## src/rtl/rv32i_pkg.sv

```systemverilog
// Shared RV32I encode/decode definitions: instruction formats, opcodes and
// the immediate range check used by the encoder.
package rv32i_pkg;

  typedef enum logic [3:0] {
    FMT_R     = 4'd0,
    FMT_I     = 4'd1,
    FMT_LOAD  = 4'd2,
    FMT_JALR  = 4'd3,
    FMT_S     = 4'd4,
    FMT_B     = 4'd5,
    FMT_LUI   = 4'd6,
    FMT_AUIPC = 4'd7,
    FMT_J     = 4'd8,
    FMT_LI    = 4'd9
  } fmt_e;

  typedef enum logic [1:0] {
    ST_IDLE = 2'd0,
    ST_OUT  = 2'd1,
    ST_OUT2 = 2'd2
  } enc_state_e;

  localparam logic [6:0] OP_R     = 7'h33;
  localparam logic [6:0] OP_I     = 7'h13;
  localparam logic [6:0] OP_LOAD  = 7'h03;
  localparam logic [6:0] OP_JALR  = 7'h67;
  localparam logic [6:0] OP_S     = 7'h23;
  localparam logic [6:0] OP_B     = 7'h63;
  localparam logic [6:0] OP_LUI   = 7'h37;
  localparam logic [6:0] OP_AUIPC = 7'h17;
  localparam logic [6:0] OP_J     = 7'h6F;

  localparam logic [31:0] NOP = 32'h0000_0013;

  // True when v[31:sh] are all equal, i.e. v sign-extends from bit sh.
  function automatic logic fits_signed(input logic [31:0] v, input logic [4:0] sh);
    logic [31:0] t;
    t = $signed(v) >>> sh;
    return (t == '0) || (t == '1);
  endfunction

endpackage

```

## src/rtl/instr_pack.sv

```systemverilog
// Combinational RV32I field packer: places register/funct/immediate fields
// for one format and flags immediates the format cannot represent.
module instr_pack
  import rv32i_pkg::*;
(
  input  fmt_e        fmt_i,
  input  logic [4:0]  rd_i,
  input  logic [4:0]  rs1_i,
  input  logic [4:0]  rs2_i,
  input  logic [2:0]  funct3_i,
  input  logic [6:0]  funct7_i,
  input  logic [31:0] imm_i,
  output logic [31:0] instr_o,
  output logic        err_o
);

  logic [6:0] i_op;
  logic [2:0] i_f3;

  assign i_op = (fmt_i == FMT_LOAD) ? OP_LOAD :
                (fmt_i == FMT_JALR) ? OP_JALR : OP_I;
  assign i_f3 = (fmt_i == FMT_JALR) ? 3'b000 : funct3_i;

  always_comb begin
    instr_o = NOP;
    err_o   = 1'b0;
    case (fmt_i)
      FMT_R: instr_o = {funct7_i, rs2_i, rs1_i, funct3_i, rd_i, OP_R};
      FMT_I, FMT_LOAD, FMT_JALR: begin
        if (fits_signed(imm_i, 5'd11)) instr_o = {imm_i[11:0], rs1_i, i_f3, rd_i, i_op};
        else                           err_o   = 1'b1;
      end
      FMT_S: begin
        if (fits_signed(imm_i, 5'd11))
          instr_o = {imm_i[11:5], rs2_i, rs1_i, funct3_i, imm_i[4:0], OP_S};
        else
          err_o = 1'b1;
      end
      FMT_B: begin
        if (fits_signed(imm_i, 5'd12) && !imm_i[0])
          instr_o = {imm_i[12], imm_i[10:5], rs2_i, rs1_i, funct3_i, imm_i[4:1], imm_i[11], OP_B};
        else
          err_o = 1'b1;
      end
      FMT_LUI, FMT_AUIPC: begin
        if (imm_i[11:0] == 12'h000)
          instr_o = {imm_i[31:12], rd_i, (fmt_i == FMT_LUI) ? OP_LUI : OP_AUIPC};
        else
          err_o = 1'b1;
      end
      FMT_J: begin
        if (fits_signed(imm_i, 5'd20) && !imm_i[0])
          instr_o = {imm_i[20], imm_i[10:1], imm_i[11], imm_i[19:12], rd_i, OP_J};
        else
          err_o = 1'b1;
      end
      // LI is expanded upstream; any other code is unknown.
      default: err_o = 1'b1;
    endcase
  end

endmodule

```

## src/rtl/instr_encoder.sv

```systemverilog
// Streaming RV32I encoder: valid/ready request in, registered instruction
// word out, with LI expanded to ADDI, LUI or LUI+ADDI.
module instr_encoder
  import rv32i_pkg::*;
#(
  parameter int CNT_W = 16
) (
  input  logic             clk,
  input  logic             rst,
  input  logic             in_valid,
  output logic             in_ready,
  input  logic [3:0]       in_fmt,
  input  logic [4:0]       in_rd,
  input  logic [4:0]       in_rs1,
  input  logic [4:0]       in_rs2,
  input  logic [2:0]       in_funct3,
  input  logic [6:0]       in_funct7,
  input  logic [31:0]      in_imm,
  output logic             out_valid,
  input  logic             out_ready,
  output logic [31:0]      out_instr,
  output logic             out_err,
  output logic [CNT_W-1:0] out_count
);

  enc_state_e       state_q, state_d;
  logic [31:0]      instr_q, instr_d;
  logic             err_q, err_d;
  logic [CNT_W-1:0] cnt_q, cnt_d;
  logic             pend_q, pend_d;
  logic [4:0]       rd2_q, rd2_d;
  logic [11:0]      lo2_q, lo2_d;

  logic        is_li, li_fits, li_two;
  logic [11:0] li_lo;
  logic [19:0] li_hi;

  fmt_e        p_fmt;
  logic [4:0]  p_rd, p_rs1;
  logic [2:0]  p_f3;
  logic [31:0] p_imm, p_instr;
  logic        p_err;
  logic        acc, hs, load_req;

  assign is_li   = (in_fmt == FMT_LI);
  assign li_fits = fits_signed(in_imm, 5'd11);
  assign li_lo   = in_imm[11:0];
  // hi is rounded up when lo is negative so LUI+ADDI lands on the value.
  assign li_hi   = in_imm[31:12] + {19'b0, in_imm[11]};
  assign li_two  = !li_fits && (li_lo != 12'h000);

  assign out_valid = (state_q != ST_IDLE);
  assign out_instr = instr_q;
  assign out_err   = err_q;
  assign out_count = cnt_q;

  assign in_ready = (state_q == ST_IDLE) ||
                    ((state_q == ST_OUT) && !pend_q && out_ready);
  assign acc = in_valid && in_ready;
  assign hs  = out_valid && out_ready;

  // Packer input: the latched ADDI half of an LI while it is due, else the request.
  always_comb begin
    p_fmt = fmt_e'(in_fmt);
    p_rd  = in_rd;
    p_rs1 = in_rs1;
    p_f3  = in_funct3;
    p_imm = in_imm;
    if ((state_q == ST_OUT) && pend_q) begin
      p_fmt = FMT_I;
      p_rd  = rd2_q;
      p_rs1 = rd2_q;
      p_f3  = 3'b000;
      p_imm = {{20{lo2_q[11]}}, lo2_q};
    end else if (is_li) begin
      if (li_fits) begin
        p_fmt = FMT_I;
        p_rs1 = 5'd0;
        p_f3  = 3'b000;
      end else begin
        p_fmt = FMT_LUI;
        p_imm = {li_hi, 12'h000};
      end
    end
  end

  instr_pack u_pack (
    .fmt_i    (p_fmt),
    .rd_i     (p_rd),
    .rs1_i    (p_rs1),
    .rs2_i    (in_rs2),
    .funct3_i (p_f3),
    .funct7_i (in_funct7),
    .imm_i    (p_imm),
    .instr_o  (p_instr),
    .err_o    (p_err)
  );

  always_comb begin
    state_d  = state_q;
    instr_d  = instr_q;
    err_d    = err_q;
    pend_d   = pend_q;
    rd2_d    = rd2_q;
    lo2_d    = lo2_q;
    cnt_d    = cnt_q + CNT_W'(hs);
    load_req = 1'b0;
    case (state_q)
      ST_IDLE: load_req = acc;
      ST_OUT: begin
        if (hs) begin
          if (pend_q) begin
            state_d = ST_OUT2;
            instr_d = p_instr;
            err_d   = p_err;
            pend_d  = 1'b0;
          end else if (acc) begin
            load_req = 1'b1;
          end else begin
            state_d = ST_IDLE;
          end
        end
      end
      ST_OUT2: if (hs) state_d = ST_IDLE;
      default: state_d = ST_IDLE;
    endcase
    if (load_req) begin
      state_d = ST_OUT;
      instr_d = p_instr;
      err_d   = p_err;
      pend_d  = is_li && li_two;
      rd2_d   = in_rd;
      lo2_d   = li_lo;
    end
  end

  always_ff @(posedge clk or posedge rst) begin
    if (rst) begin
      state_q <= ST_IDLE;
      instr_q <= '0;
      err_q   <= 1'b0;
      cnt_q   <= '0;
      pend_q  <= 1'b0;
      rd2_q   <= '0;
      lo2_q   <= '0;
    end else begin
      state_q <= state_d;
      instr_q <= instr_d;
      err_q   <= err_d;
      cnt_q   <= cnt_d;
      pend_q  <= pend_d;
      rd2_q   <= rd2_d;
      lo2_q   <= lo2_d;
    end
  end

endmodule

```

## config.mk

```make
export PLATFORM = sky130hd
export DESIGN_NAME = instr_encoder
export DESIGN_NICKNAME = d
export VERILOG_FILES = /design/src/rtl/rv32i_pkg.sv /design/src/rtl/instr_pack.sv /design/src/rtl/instr_encoder.sv
export SDC_FILE = /design/constraint.sdc
export NUM_CORES = 1
export LEC_CHECK = 0
export BUFFER_PORTS_ARGS = -buffer_cell sky130_fd_sc_hd__buf_2
export CORE_MARGIN = 4
export CORE_UTILIZATION = 48
export CTS_BUF_LIST = sky130_fd_sc_hd__clkbuf_4 sky130_fd_sc_hd__clkbuf_8
export CTS_CLUSTER_SIZE = 12
export DETAILED_ROUTE_END_ITERATION = 8
export PLACE_DENSITY = 0.82
export SLEW_MARGIN = 20
export SYNTH_ARGS = -nofsm -noshare
export SYNTH_HDL_FRONTEND = slang
export SYNTH_HIERARCHICAL = 1
export SYNTH_SLANG_ARGS = --single-unit
```

## constraint.sdc

```tcl
create_clock -name clk -period 5.8 [get_ports clk]
set_input_delay 0.87 -clock clk [delete_from_list [all_inputs] [get_ports clk]]
set_output_delay 0.87 -clock clk [all_outputs]
set_load 0.05 [all_outputs]
```

==> impl_metrics.py, run 1 <==
metrics = {
    "finish": {
        "fillCellCount": 812,
        "syn_to_final_growth_pct": 17.8,
        "layout.cells.non_filler": 724,
        "nets": 660,
        "diodes": 0,
        "drive_gt1_share_pct": 35.0,
    },
    "run": {
        "drv_cap": 0,
    },
    "grt": {
        "grt_overflow": 0,
        "grt_use_total_pct": 24.6,
        "grt_pass1_wl_mm": 22.1,
        "grt_pass1_vias": 4276,
        "grt_max_degree": 70,
        "antenna_found_initial": 0,
    },
    "worst_hold_path": {
        "min_to": "out_count[15]",
        "holdCritStartpoint": "out_count[15]",
        "min_path_cells": 1,
        "hp-class": "reg2reg",
    },
    "critical_path": {
        "crit_type": "in2reg",
        "critPathRequiredTime_ps": 6030,
        "rr_startpoint": "state_q[1]",
        "reg2reg_setup_slack_ps": 1450,
        "worstReg2RegEnd": "out_instr[8]",
        "setup.worst_path.start_class": "primary input",
        "cp.arrival_ps": 4770,
        "rr_worst_depth": 12,
        "crit_fanout": 26,
        "end_kind": "flip-flop",
    },
    "drt": {
        "routed_via_density": 6.07,
        "ant_nets": 0,
        "firstDrtPassIters": 8,
        "vias": 4392,
        "wl_mm": 13.7,
        "wire_per_inst_um": 18.9,
        "drtIter0Drc": 511,
        "drc": 0,
    },
    "clock_tree": {
        "cts_inserted_buffers": 9,
        "cts_resized": 0,
        "clock_sink_count": 69,
        "clk_path_buf_depth": 2,
        "postCtsSetupBuffers": 0,
        "clk_pin_slew_ps": 70,
        "cts_htree_levels": 3,
        "clockRootBuffer": "clkbuf_8",
        "clock_latency_ps": 340,
        "cts_hold_buf": 0,
        "cts_tree": "done",
    },
    "logic_synthesis": {
        "netlist_area_mm2": 0.00466,
        "synth_seq_cells": 69,
        "synth_edf_count": 0,
        "syn_inst": 490,
        "yosys_most_used_dff": "dfrtp_1",
        "synth_warnings": 6,
        "ys_async_sr_fraction_pct": 100,
        "synth_cell_types": 66,
        "seq_area_frac_synth_pct": 37.0,
        "avgSynthCellArea_um2": 9.51,
    },
    "die": {
        "dieArea_mm2": 0.0114,
        "ios": 116,
        "initial_core_util_pct": 50.0,
        "core_area_mm2": 0.00933,
        "die_h_um": 107,
        "dieWidth_um": 107,
        "num_rows": 35,
    },
    "sta": {
        "finalHoldViolCount": 0,
        "finalCritPeriodShare_pct": 78.4,
        "worst_pin_slew_ps": 1090,
        "tns_ps": 0,
        "max_freq_mhz": 220,
        "rsz0062_at_grt": "false",
        "skew_ps": 6.04,
        "fin_crit_ps": 4550,
        "hold_ws_ps": 473,
        "drv_slew": 0,
        "relSlewSlack_pct": 27.3,
        "setup-violations-final": 0,
    },
    "placed_design": {
        "dpl.cell_count": 708,
        "place_hpwl_mm": 10.6,
        "port_buffers": 115,
        "gp_congestion": 1.04,
    },
    "power": {
        "p_leak_nw": 2.67,
        "power_density_mw_per_mm2": 325,
        "vdd_drop_max_mv": 0.355,
    },
    "run_status": {
        "status": "complete, no violations",
    },
}
## metrics by stage
step	utilization, %	power, W	area [µm²]	setup slack (ps)
2_1_floorplan	-	0.00117	4670	1750
3_3_place_gp	56.4	0.00133	5270	1000
3_5_place_dp	56.4	0.00135	5270	976
4_1_cts	58.8	0.00179	5490	1330
5_1_grt	58.9	0.00188	5490	944
6_report	58.9	0.00178	5490	1250
## logic make-up (layout without fill, tap and decap cells)
family                   Yosys count  in the layout  share of synthesized area (%)
XOR/XNOR                          22             22                           4.13
multiplexers                      50             50                           12.1
other                              1              2                         0.0804
flip-flops                        69             69                           37.0
adder cells (fa/ha/maj)            5              5                           1.34
AO/OA/AOI/OAI                    107            107                           17.9
buffers and inverters             42            146                           4.51
AND/OR/NAND/NOR                  194            194                           22.9
## area by class of cell
cell class,count,area (µm²),share of cell area [%]
sequential,69,1730,31.4
clock inverter,6,86.3,1.57
timing repair buffer,117,591,10.7
multi-input combinational,380,2740,49.9
inverter,13,50.0,0.911
clock buffer,10,138,2.51
tap,129,161,2.94
## flip-flops by register name (all words and copies together) (netlist names)
name,cells
lo2_q,12
out_count,16
out_err,1
out_instr,32
pend_q,1
rd2_q,5
state_q,2
## worst max-delay path: stages
cell and delay (ps):
buf_2 120, ha_1 170, nand3_1 160, or4_4 560
o221ai_4 530, mux2i_1 320, a21oi_1 180, nor4_1 520
nand2_1 200, or2_2 340, a211oi_1 210, or3_1 160
o221ai_1 120, mux2_2 290
## cells in the mapped netlist, types with 4 or more instances
cell type / number / area share, %
nand3_1: 31 / 3.3
mux2_2: 49 / 12
xnor2_1: 12 / 2.3
buf_2: 8 / 0.86
a21o_1: 9 / 1.4
nor2_1: 6 / 0.48
a22o_1: 25 / 4.7
buf_6: 4 / 0.97
and2_1: 8 / 1.1
ha_1: 5 / 1.3
inv_1: 12 / 0.97
o31ai_1: 5 / 0.81
xor2_1: 10 / 1.9
and3_1: 10 / 1.3
dfrtp_1: 69 / 37
and4_1: 5 / 0.94
a221o_1: 4 / 0.86
nand2_1: 61 / 4.9
or3_1: 10 / 1.3
a31oi_1: 12 / 1.6
clkbuf_1: 14 / 1.1
or2_2: 5 / 0.67
o21ai_0: 14 / 1.5
nor4_1: 16 / 2.1
nor3_1: 8 / 0.86
a21oi_1: 10 / 1.1
nand4_1: 12 / 1.6
or4_1: 4 / 0.64
## how the worst max path moves through the flow
stage	end	start
global route	out_instr[4]	in_imm[11]
detailed placement	out_err	in_imm[11]
CTS	out_err	in_imm[11]
global placement	out_err	in_imm[11]
floorplan	out_err	in_imm[11]
finish	out_err	in_imm[11]
## layer usage
layer / share of wire [%] / global-route usage, %
met5: 0 / 0
met4: 2.1 / 8.04
met3: 8.7 / 5.77
met2: 47 / 39.3
met1: 42 / 33.0
## where the power goes
group | switching [W] | internal, W | leakage, nW | total [W]
Sequential | 0.0000786 | 0.000598 | 0.897 | 0.000677
Clock | 0.000183 | 0.000253 | 0.112 | 0.000436
Combinational | 0.000449 | 0.000221 | 1.66 | 0.000671
## placed cells by master, fill, tap and decap left out, types with 11 or more instances in the layout
| master | Yosys | final |
|---|---|---|
| nand3_1 | 31 | 31 |
| a22o_1 | 25 | 25 |
| xnor2_1 | 12 | 12 |
| a31oi_1 | 12 | 12 |
| inv_1 | 12 | 11 |
| nor4_1 | 16 | 16 |
| buf_2 | 8 | 115 |
| nand4_1 | 12 | 12 |
| nand2_1 | 61 | 61 |
| o21ai_0 | 14 | 14 |
| mux2_2 | 49 | 49 |
| dfrtp_1 | 69 | 69 |
Note: power is estimated with default switching activity, not from simulation.
==> run 2, diff against run 1 <==
==> constraint.sdc (replaced) <==
create_clock -name clk -period 4.3 [get_ports clk]
set_input_delay 0.645 -clock clk [delete_from_list [all_inputs] [get_ports clk]]
set_output_delay 0.645 -clock clk [all_outputs]
set_load 0.05 [all_outputs]
==> impl_metrics.py, run 2 (synthesis results as in run 1) <==
metrics = {
    "run_status": {
        "status": "complete, no violations",
    },
    "sta": {
        "rsz0062_at_grt": "false",
        "finalCritPeriodShare_pct": 91.9,
        "setup-violations-final": 0,
        "tns_ps": 0,
        "relSlewSlack_pct": 28.4,
        "max_freq_mhz": 253,
        "worst_pin_slew_ps": 1070,
        "finalHoldViolCount": 0,
        "fin_crit_ps": 3950,
        "skew_ps": 9.02,
        "drv_slew": 0,
    },
    "clock_tree": {
        "cts_inserted_buffers": 9,
        "clock_latency_ps": 340,
        "cts_htree_levels": 3,
        "clk_pin_slew_ps": 80,
        "clock_sink_count": 69,
        "clk_path_buf_depth": 2,
        "cts_resized": 0,
        "cts_hold_buf": 0,
        "postCtsSetupBuffers": 0,
        "cts_tree": "done",
        "clockRootBuffer": "clkbuf_8",
    },
    "critical_path": {
        "cp.arrival_ps": 4190,
        "crit_type": "in2reg",
        "setup.worst_path.start_class": "primary input",
        "end_kind": "flip-flop",
        "rr_worst_depth": 12,
        "critPathRequiredTime_ps": 4530,
        "worstReg2RegEnd": "out_instr[14]",
        "crit_fanout": 11,
        "rr_startpoint": "state_q[1]",
        "reg2reg_setup_slack_ps": 700,
    },
    "worst_hold_path": {
        "hp-class": "in2async",
    },
    "die": {
        "core_area_mm2": 0.00933,
        "initial_core_util_pct": 50.0,
        "die_h_um": 107,
        "dieArea_mm2": 0.0114,
        "num_rows": 35,
        "dieWidth_um": 107,
        "ios": 116,
    },
    "drt": {
        "drc": 0,
        "ant_nets": 0,
        "wl_mm": 14.3,
        "wire_per_inst_um": 19.2,
        "drtIter0Drc": 343,
        "vias": 4545,
        "routed_via_density": 6.08,
        "firstDrtPassIters": 5,
    },
    "grt": {
        "grt_use_total_pct": 25.3,
        "grt_overflow": 0,
        "grt_pass1_vias": 4367,
        "grt_pass1_wl_mm": 22.5,
        "antenna_found_initial": 0,
        "grt_max_degree": 37,
    },
    "power": {
        "vdd_drop_max_mv": 0.431,
        "p_leak_nw": 2.75,
        "power_density_mw_per_mm2": 412,
    },
    "finish": {
        "diodes": 0,
        "layout_commonest_cell": "buf_2",
        "syn_to_final_growth_pct": 20.6,
        "largest_reg_flops": 32,
        "drive_gt1_share_pct": 37.4,
        "nets": 683,
        "post-route-util_pct": 60.3,
        "final_cell_mix": "buf_2, dfrtp_1, nand2_1",
    },
    "placed_design": {
        "port_buffers": 115,
        "place_hpwl_mm": 11.3,
        "gp_congestion": 0.950,
    },
    "run": {
        "drv_cap": 0,
    },
}
run 2: layer usage:
layer	track usage (%)	up-vias	wire, µm
met1	32.8	2197	5980
met3	8.08	35	1280
met2	40.6	217	6760
met5	0	-	0
met4	7.58	0	310
li1	-	2096	-
run 2: metrics by stage:
step | setup slack (ps) | hold slack (ps) | cells | total power (W) | cell area (µm²)
final | 349 | 407 | 747 | 0.00232 | 5620
after global routing | 140 | 454 | 747 | 0.00244 | 5620
after CTS | 393 | 420 | 747 | 0.00233 | 5620
after detailed placement | 12.9 | 460 | 731 | 0.00183 | 5440
after global placement | 86.8 | 458 | 731 | 0.00181 | 5440
after floorplan | 472 | 451 | 491 | 0.00158 | 4670
run 2: area by class of cell:
| cell class | instances | area, µm² |
|---|---|---|
| Clock inverter | 6 | 45.0 |
| Fill cell | 815 | 3710 |
| Clock buffer | 10 | 138 |
| Multi-Input combinational cell | 380 | 2740 |
| Inverter | 13 | 50.0 |
| Timing Repair Buffer | 140 | 763 |
| Sequential cell | 69 | 1730 |
| Tap cell | 129 | 161 |
run 2: worst max path at each step:
| stage | startpoint | to | slack [ps] | cells past startpoint |
|---|---|---|---|---|
| 2_1_floorplan | in_imm[11] | out_err | 470 | 15 |
| 3_3_place_gp | in_imm[11] | out_err | 90 | 14 |
| 3_5_place_dp | in_imm[11] | out_err | 10 | 14 |
| 4_1_cts | in_imm[11] | out_err | 390 | 14 |
| 5_1_grt | in_imm[11] | out_instr[25] | 140 | 14 |
| 6_report | in_imm[11] | out_err | 350 | 14 |
run 2: report_power, final:
group	leakage [nW]	internal (W)	switching [W]
Sequential	0.897	0.000807	0.000102
Combinational	1.77	0.000308	0.000609
Clock	0.0853	0.000228	0.000264
run 2: critical path: stages:
cell	delay [ps]
buf_2	120
ha_1	170
nand3_1	100
or4_4	530
o22ai_2	340
o21ai_0	160
a31oi_1	400
nand4_1	140
or3_1	460
or2_2	370
a211oi_1	220
or3_1	150
o221ai_1	90
mux2_2	270
